**src/rtl/dbg_pkg.sv**
```systemverilog
`default_nettype none
// ============================================================================
//  Package     : dbg_pkg
//  Description : Shared constants and state encoding for the register-file
//                debug dump transmitter and its byte serializer.
//  Revision    : 1.0 - initial release
// ============================================================================
package dbg_pkg;

    // First byte of every frame, lets a receiver find frame alignment.
    localparam logic [7:0] SYNC_BYTE   = 8'hA5;

    // Sync + 32 registers x 4 bytes + checksum.
    localparam int         FRAME_BYTES = 130;

    typedef enum logic [2:0] {
        IDLE  = 3'd0,
        LOAD  = 3'd1,
        START = 3'd2,
        DATA  = 3'd3,
        STOP  = 3'd4
    } state_t;

endpackage : dbg_pkg
`default_nettype wire

```
**src/rtl/uart_tx_byte.sv**
```systemverilog
`default_nettype none
// ============================================================================
//  Module      : uart_tx_byte
//  Description : 8N1 byte serializer, LSB first. Each bit is held for
//                CLKS_PER_BIT cycles.
//  Revision    : 1.0 - initial release
//
//  Ports
//    clk      in   system clock, rising edge
//    rst      in   asynchronous active-high reset
//    load     in   accept data_in (honoured only while the line is idle)
//    data_in  in   byte to transmit
//    ready    out  serializer idle, or in the final cycle of a stop bit
//    tx       out  serial line, idle high
// ============================================================================
module uart_tx_byte
    import dbg_pkg::*;
#(
    parameter int CLKS_PER_BIT = 16
) (
    input  logic       clk,
    input  logic       rst,
    input  logic       load,
    input  logic [7:0] data_in,
    output logic       ready,
    output logic       tx
);

    localparam int                  c_BAUD_W    = $clog2(CLKS_PER_BIT);
    localparam logic [c_BAUD_W-1:0] c_BAUD_LAST = c_BAUD_W'(CLKS_PER_BIT - 1);

    state_t              r_state;
    state_t              w_next;
    logic [c_BAUD_W-1:0] r_baud;
    logic [2:0]          r_bit;
    logic [7:0]          r_shift;
    logic                w_baud_last;

    assign w_baud_last = (r_baud == c_BAUD_LAST);

    always_ff @(posedge clk or posedge rst) begin
        if (rst) begin
            r_state <= IDLE;
        end else begin
            r_state <= w_next;
        end
    end

    always_comb begin
        w_next = r_state;
        case (r_state)
            IDLE:    if (load) w_next = START;
            START:   if (w_baud_last) w_next = DATA;
            DATA:    if (w_baud_last && (r_bit == 3'd7)) w_next = STOP;
            STOP:    if (w_baud_last) w_next = IDLE;
            default: w_next = IDLE;
        endcase
    end

    always_ff @(posedge clk or posedge rst) begin
        if (rst) begin
            r_baud  <= '0;
            r_bit   <= '0;
            r_shift <= '0;
        end else if (r_state == IDLE) begin
            r_baud <= '0;
            r_bit  <= '0;
            if (load) begin
                r_shift <= data_in;
            end
        end else begin
            r_baud <= w_baud_last ? '0 : r_baud + 1'b1;
            if ((r_state == DATA) && w_baud_last) begin
                r_shift <= r_shift >> 1;
                r_bit   <= r_bit + 3'd1;
            end
        end
    end

    always_comb begin
        tx = 1'b1;
        case (r_state)
            START:   tx = 1'b0;
            DATA:    tx = r_shift[0];
            default: tx = 1'b1;
        endcase
    end

    // Signalling ready in the last stop cycle lets the next LOAD follow the
    // stop bit directly, so a byte slot is exactly 10*CLKS_PER_BIT+1 cycles.
    assign ready = (r_state == IDLE) || ((r_state == STOP) && w_baud_last);

endmodule : uart_tx_byte
`default_nettype wire

```
**src/rtl/debug_dump_tx.sv**
```systemverilog
`default_nettype none
// ============================================================================
//  Module      : debug_dump_tx
//  Description : Reads the architectural registers through the debug
//                register view and streams a framed snapshot over an 8N1
//                serial line: A5, 32 words little-endian, XOR checksum.
//  Revision    : 1.0 - initial release
//
//  Ports
//    clk        in   system clock, rising edge
//    rst        in   asynchronous active-high reset
//    start      in   request one dump frame (sampled only when idle)
//    reg_raddr  out  register index presented to the debug view
//    reg_rdata  in   combinational debug value of register reg_raddr
//    tx         out  serial line, idle high
//    busy       out  frame in progress
//    done       out  one-cycle pulse at frame completion
// ============================================================================
module debug_dump_tx
    import dbg_pkg::*;
#(
    parameter int CLKS_PER_BIT = 16,
    parameter int NUM_REGS     = 32
) (
    input  logic        clk,
    input  logic        rst,
    input  logic        start,
    output logic [4:0]  reg_raddr,
    input  logic [31:0] reg_rdata,
    output logic        tx,
    output logic        busy,
    output logic        done
);

    localparam logic [7:0] c_DATA_LAST = 8'(4 * NUM_REGS);
    localparam logic [7:0] c_LAST_BYTE = 8'(FRAME_BYTES - 1);

    // The frame sequencer uses IDLE and LOAD itself; START stands for "a byte
    // is on the line" while the serializer walks its own START/DATA/STOP.
    state_t      r_state;
    state_t      w_next;
    logic [7:0]  r_byte_idx;
    logic [7:0]  r_csum;
    logic [31:0] r_word;
    logic [4:0]  r_raddr;
    logic        r_busy;
    logic        r_done;

    logic [1:0]  w_bsel;
    logic        w_is_data;
    logic        w_last_byte;
    logic [31:0] w_word;
    logic [7:0]  w_byte;
    logic        w_load;
    logic        w_ready;

    // Byte-in-word for data byte k (k = 1..128) is (k-1) mod 4.
    assign w_bsel      = r_byte_idx[1:0] - 2'd1;
    assign w_is_data   = (r_byte_idx != 8'd0) && (r_byte_idx <= c_DATA_LAST);
    assign w_last_byte = (r_byte_idx == c_LAST_BYTE);
    assign w_load      = (r_state == LOAD);

    // Byte 0 of a word comes straight from the debug view (same value that is
    // being snapshotted); bytes 1..3 come from the snapshot so that a register
    // changing mid-word cannot tear the transmitted value.
    assign w_word = (w_bsel == 2'd0) ? reg_rdata : r_word;

    always_comb begin
        w_byte = SYNC_BYTE;
        if (w_is_data) begin
            w_byte = w_word[{w_bsel, 3'b000} +: 8];
        end else if (w_last_byte) begin
            w_byte = r_csum;
        end
    end

    uart_tx_byte #(
        .CLKS_PER_BIT (CLKS_PER_BIT)
    ) u_ser (
        .clk     (clk),
        .rst     (rst),
        .load    (w_load),
        .data_in (w_byte),
        .ready   (w_ready),
        .tx      (tx)
    );

    always_ff @(posedge clk or posedge rst) begin
        if (rst) begin
            r_state <= IDLE;
        end else begin
            r_state <= w_next;
        end
    end

    always_comb begin
        w_next = r_state;
        case (r_state)
            IDLE:    if (start) w_next = LOAD;
            LOAD:    w_next = START;
            START:   if (w_ready) w_next = w_last_byte ? IDLE : LOAD;
            default: w_next = IDLE;
        endcase
    end

    always_ff @(posedge clk or posedge rst) begin
        if (rst) begin
            r_byte_idx <= '0;
            r_csum     <= '0;
            r_word     <= '0;
            r_raddr    <= '0;
            r_busy     <= 1'b0;
            r_done     <= 1'b0;
        end else begin
            r_done <= 1'b0;
            case (r_state)
                IDLE: begin
                    if (start) begin
                        r_busy     <= 1'b1;
                        r_byte_idx <= '0;
                        r_csum     <= '0;
                    end
                end
                LOAD: begin
                    if (w_is_data) begin
                        r_csum <= r_csum ^ w_byte;
                        if (w_bsel == 2'd0) begin
                            r_word <= reg_rdata;
                        end
                    end
                end
                START: begin
                    if (w_ready) begin
                        if (w_last_byte) begin
                            r_busy  <= 1'b0;
                            r_done  <= 1'b1;
                            r_raddr <= '0;
                        end else begin
                            r_byte_idx <= r_byte_idx + 8'd1;
                            if (w_is_data && (w_bsel == 2'd3)) begin
                                r_raddr <= r_raddr + 5'd1;
                            end
                        end
                    end
                end
                default: ;
            endcase
        end
    end

    assign reg_raddr = r_raddr;
    assign busy      = r_busy;
    assign done      = r_done;

endmodule : debug_dump_tx
`default_nettype wire

```
**config.mk**
```make
export PLATFORM = sky130hd
export DESIGN_NAME = debug_dump_tx
export DESIGN_NICKNAME = d
export VERILOG_FILES = /design/src/rtl/dbg_pkg.sv /design/src/rtl/uart_tx_byte.sv /design/src/rtl/debug_dump_tx.sv
export SDC_FILE = /design/constraint.sdc
export NUM_CORES = 1
export LEC_CHECK = 0
export CORE_ASPECT_RATIO = 1.4
export CORE_UTILIZATION = 48
export DETAILED_ROUTE_END_ITERATION = 10
export GPL_ROUTABILITY_DRIVEN = 0
export HOLD_SLACK_MARGIN = 0.12
export PLACE_DENSITY = 0.69
export SYNTH_ARGS = -nofsm -noshare
export SYNTH_HDL_FRONTEND = slang
export SYNTH_SLANG_ARGS = --single-unit
```
**constraint.sdc**
```tcl
create_clock -name clk -period 6.1 [get_ports clk]
set_clock_uncertainty 0.05 [all_clocks]
set_input_delay 0.61 -clock clk [delete_from_list [all_inputs] [get_ports clk]]
set_output_delay 0.61 -clock clk [all_outputs]
set_load 0.01 [all_outputs]
```
==> metrics <==
Critical Path RT 6.26 ns; final hold violations 0; Antenna Cells 0; final hold slack 0.414 ns; flops & latches, synth 75; WL final just over 8 mm; Layout area overhead 18.1%; fmax 0.288 GHz; Seq/Total Area, Yosys a little under half; DRT antenna net count 0; Synth area leader dfrtp_1; global route overflow 0; MaxCap Viol Count 0; Core Area 0.00825 mm²; number of port buffers 42; final core utilization around 59%; met2 GRT Util ~34%; vias in the first global route between 2000 and 3000; met3 Use GR under 10%; CTS tree yes; Critical Path Start Type flop; DIE HEIGHT around 110 µm; number of antenna violations at the first check in global routing 0; global-route wire length before repair ~14 mm; Clock Path Buffers 2; Syn Area/Cell 11.4 µm²; Post-CTS Setup Bufs 0; RSZ-0062 raised after global routing no; final setup fails 0; Slew Viols, Final 0; pin count of the biggest net entering global routing 76; gr busiest metal met2; main flop type after synthesis dfrtp_1; P per Cell Area around 220 mW/mm²; drt drc 0; Rel. slew slack between 20% and 30%; most frequent cell after synthesis dfrtp_1; share of layout cells above drive strength 1 a little under a fifth; synth cell count leaders dfrtp_1 (75), nand2_1 (38), mux2_4 (30); Placed Instance Area 0.00458 mm²; Overall Power about 1.1 mW; vias 2847; syn nets 402; Crit. Startpoint r_byte_idx[0]; clock latency on the worst-skew pair roughly 0.33 ns; post-synthesis cell count 360; Cell variety after synth slightly below 50; total CTS buffers 9; Netlist Area Pre-Place 0.00411 mm²; met1 GRT Util roughly 27%; Final min period roughly 3.5 ns; die width around 80 µm; routed len/inst around 16 µm; worst hold path class reg -> reg; row cnt 39; Pre-Repair DR Iteration Count 4; Hold Buf Count CTS 0; Synth top area share a little under half; Synth area leaders dfrtp_1 (46%), mux2_4 (11%), mux2i_1 (4.6%); post_cts resized 0; worst path arrival time about 3.6 ns; status completed; Initial Utilization 49.9%; hold_sp u_ser.r_baud[0]; HPWL after DPL about 5.8 mm; DRT iter0 DRCs 171; GRT Total Usage 20.7%; Slew @ Worst Pin ~1.1 ns; Leakage around 2.2 nW; Fin Setup TNS 0 ns; Final Cycle Share roughly 57%; clock tree sinks 75; fin area 0.00486 mm²; die area between 0.008 and 0.009 mm²; clock slew at reported path FFs roughly 0.050 ns; synth warn 0; drt via density around 5.6; Peak VDD IR 0.136 mV; Final nets around 440; CTS H-Tree Depth 3; worst r2r src r_byte_idx[0]; CP Max Fanout 24; critical path class reg -> reg; Post-synth EDFFs 0; Critical Path End Type flop; ys async rst share 100%; clock root cell clkbuf_16; Ports 43
-- final timing paths --
kind                            slack (ns)               end  depth (start not counted)
worst max register to register        2.63         r_csum[6]                          6
worst min-delay path                  0.41   u_ser.r_baud[0]                          1
min in group asynchronous             0.84        r_word[29]                          3
max in group asynchronous             4.54  u_ser.r_state[2]                          3
worst min register to register        0.41   u_ser.r_baud[0]                          1
worst max-delay path                  2.63         r_csum[6]                          6
-- layout by cell type, fill, tap and decap left out, types with 5 or more instances in the layout --
cell type / count
mux2_2: 9
clkbuf_16: 9
and3_1: 6
mux2i_1: 19
ha_1: 7
mux4_2: 8
nand3_1: 12
inv_1: 6
nor4_1: 5
a21oi_1: 18
o21ai_0: 18
clkdlybuf4s50_1: 42
nand2b_1: 7
mux2_4: 30
nor2_1: 20
o31ai_1: 5
dfrtp_1: 75
nand2_1: 38
-- per-stage QoR --
step | worst slack, ns | instances
2_1_floorplan | 3.18 | 360
6_report | 2.63 | 506
4_1_cts | 2.59 | 506
3_3_place_gp | 2.74 | 490
3_5_place_dp | 2.60 | 490
5_1_grt | 2.25 | 506
-- worst max-delay path, cell delays in order (launching register included) --
cell     delay (ns)
dfrtp_1        1.00
inv_1          0.10
ha_1           0.97
mux4_2         0.60
nor3_1         0.29
o31ai_1        0.10
a22o_1         0.24
-- registers in the layout, indices dropped and copies added (netlist names) --
register	flops
u_ser.r_state	3
done	1
u_ser.r_baud	4
reg_raddr	5
r_byte_idx	8
busy	1
u_ser.r_shift	8
r_word	32
r_state	2
r_csum	8
u_ser.r_bit	3
-- layer usage --
| metal | vias to the layer above | part of all wire, % |
|---|---|---|
| met5 | - | 0 |
| met4 | 0 | 1.4 |
| met3 | 8 | 2.4 |
| met2 | 49 | 51 |
| met1 | 1392 | 45 |
| li1 | 1398 | - |
-- report_power, final --
group	leakage [nW]	switching [mW]	internal, mW	total (mW)
clock	0.137	0.185	0.296	0.482
sequential	0.901	0.0104	0.514	0.525
combinational	1.16	0.0279	0.0473	0.0752
-- area by class of cell --
| cell class | count | area (µm²) |
|---|---|---|
| Clock buffer | 14 | 264 |
| Inverter | 7 | 26.3 |
| Sequential cell | 75 | 1880 |
| Tap cell | 102 | 128 |
| Clock inverter | 2 | 10.0 |
| Fill cell | 695 | 3390 |
| Timing Repair Buffer | 43 | 428 |
| Multi-Input combinational cell | 263 | 2120 |
-- kinds of logic after synthesis --
group	Yosys count	share of synthesized area, %
AOI/OAI and AO/OA	67	11.2
xor gates and xnor gates	6	1.28
adders and majority gates	7	2.13
buffers and inverters	22	2.71
DFF	75	45.6
muxes	66	22.4
and+or+nand+nor	117	14.6
(Power assumes the default switching activity.)
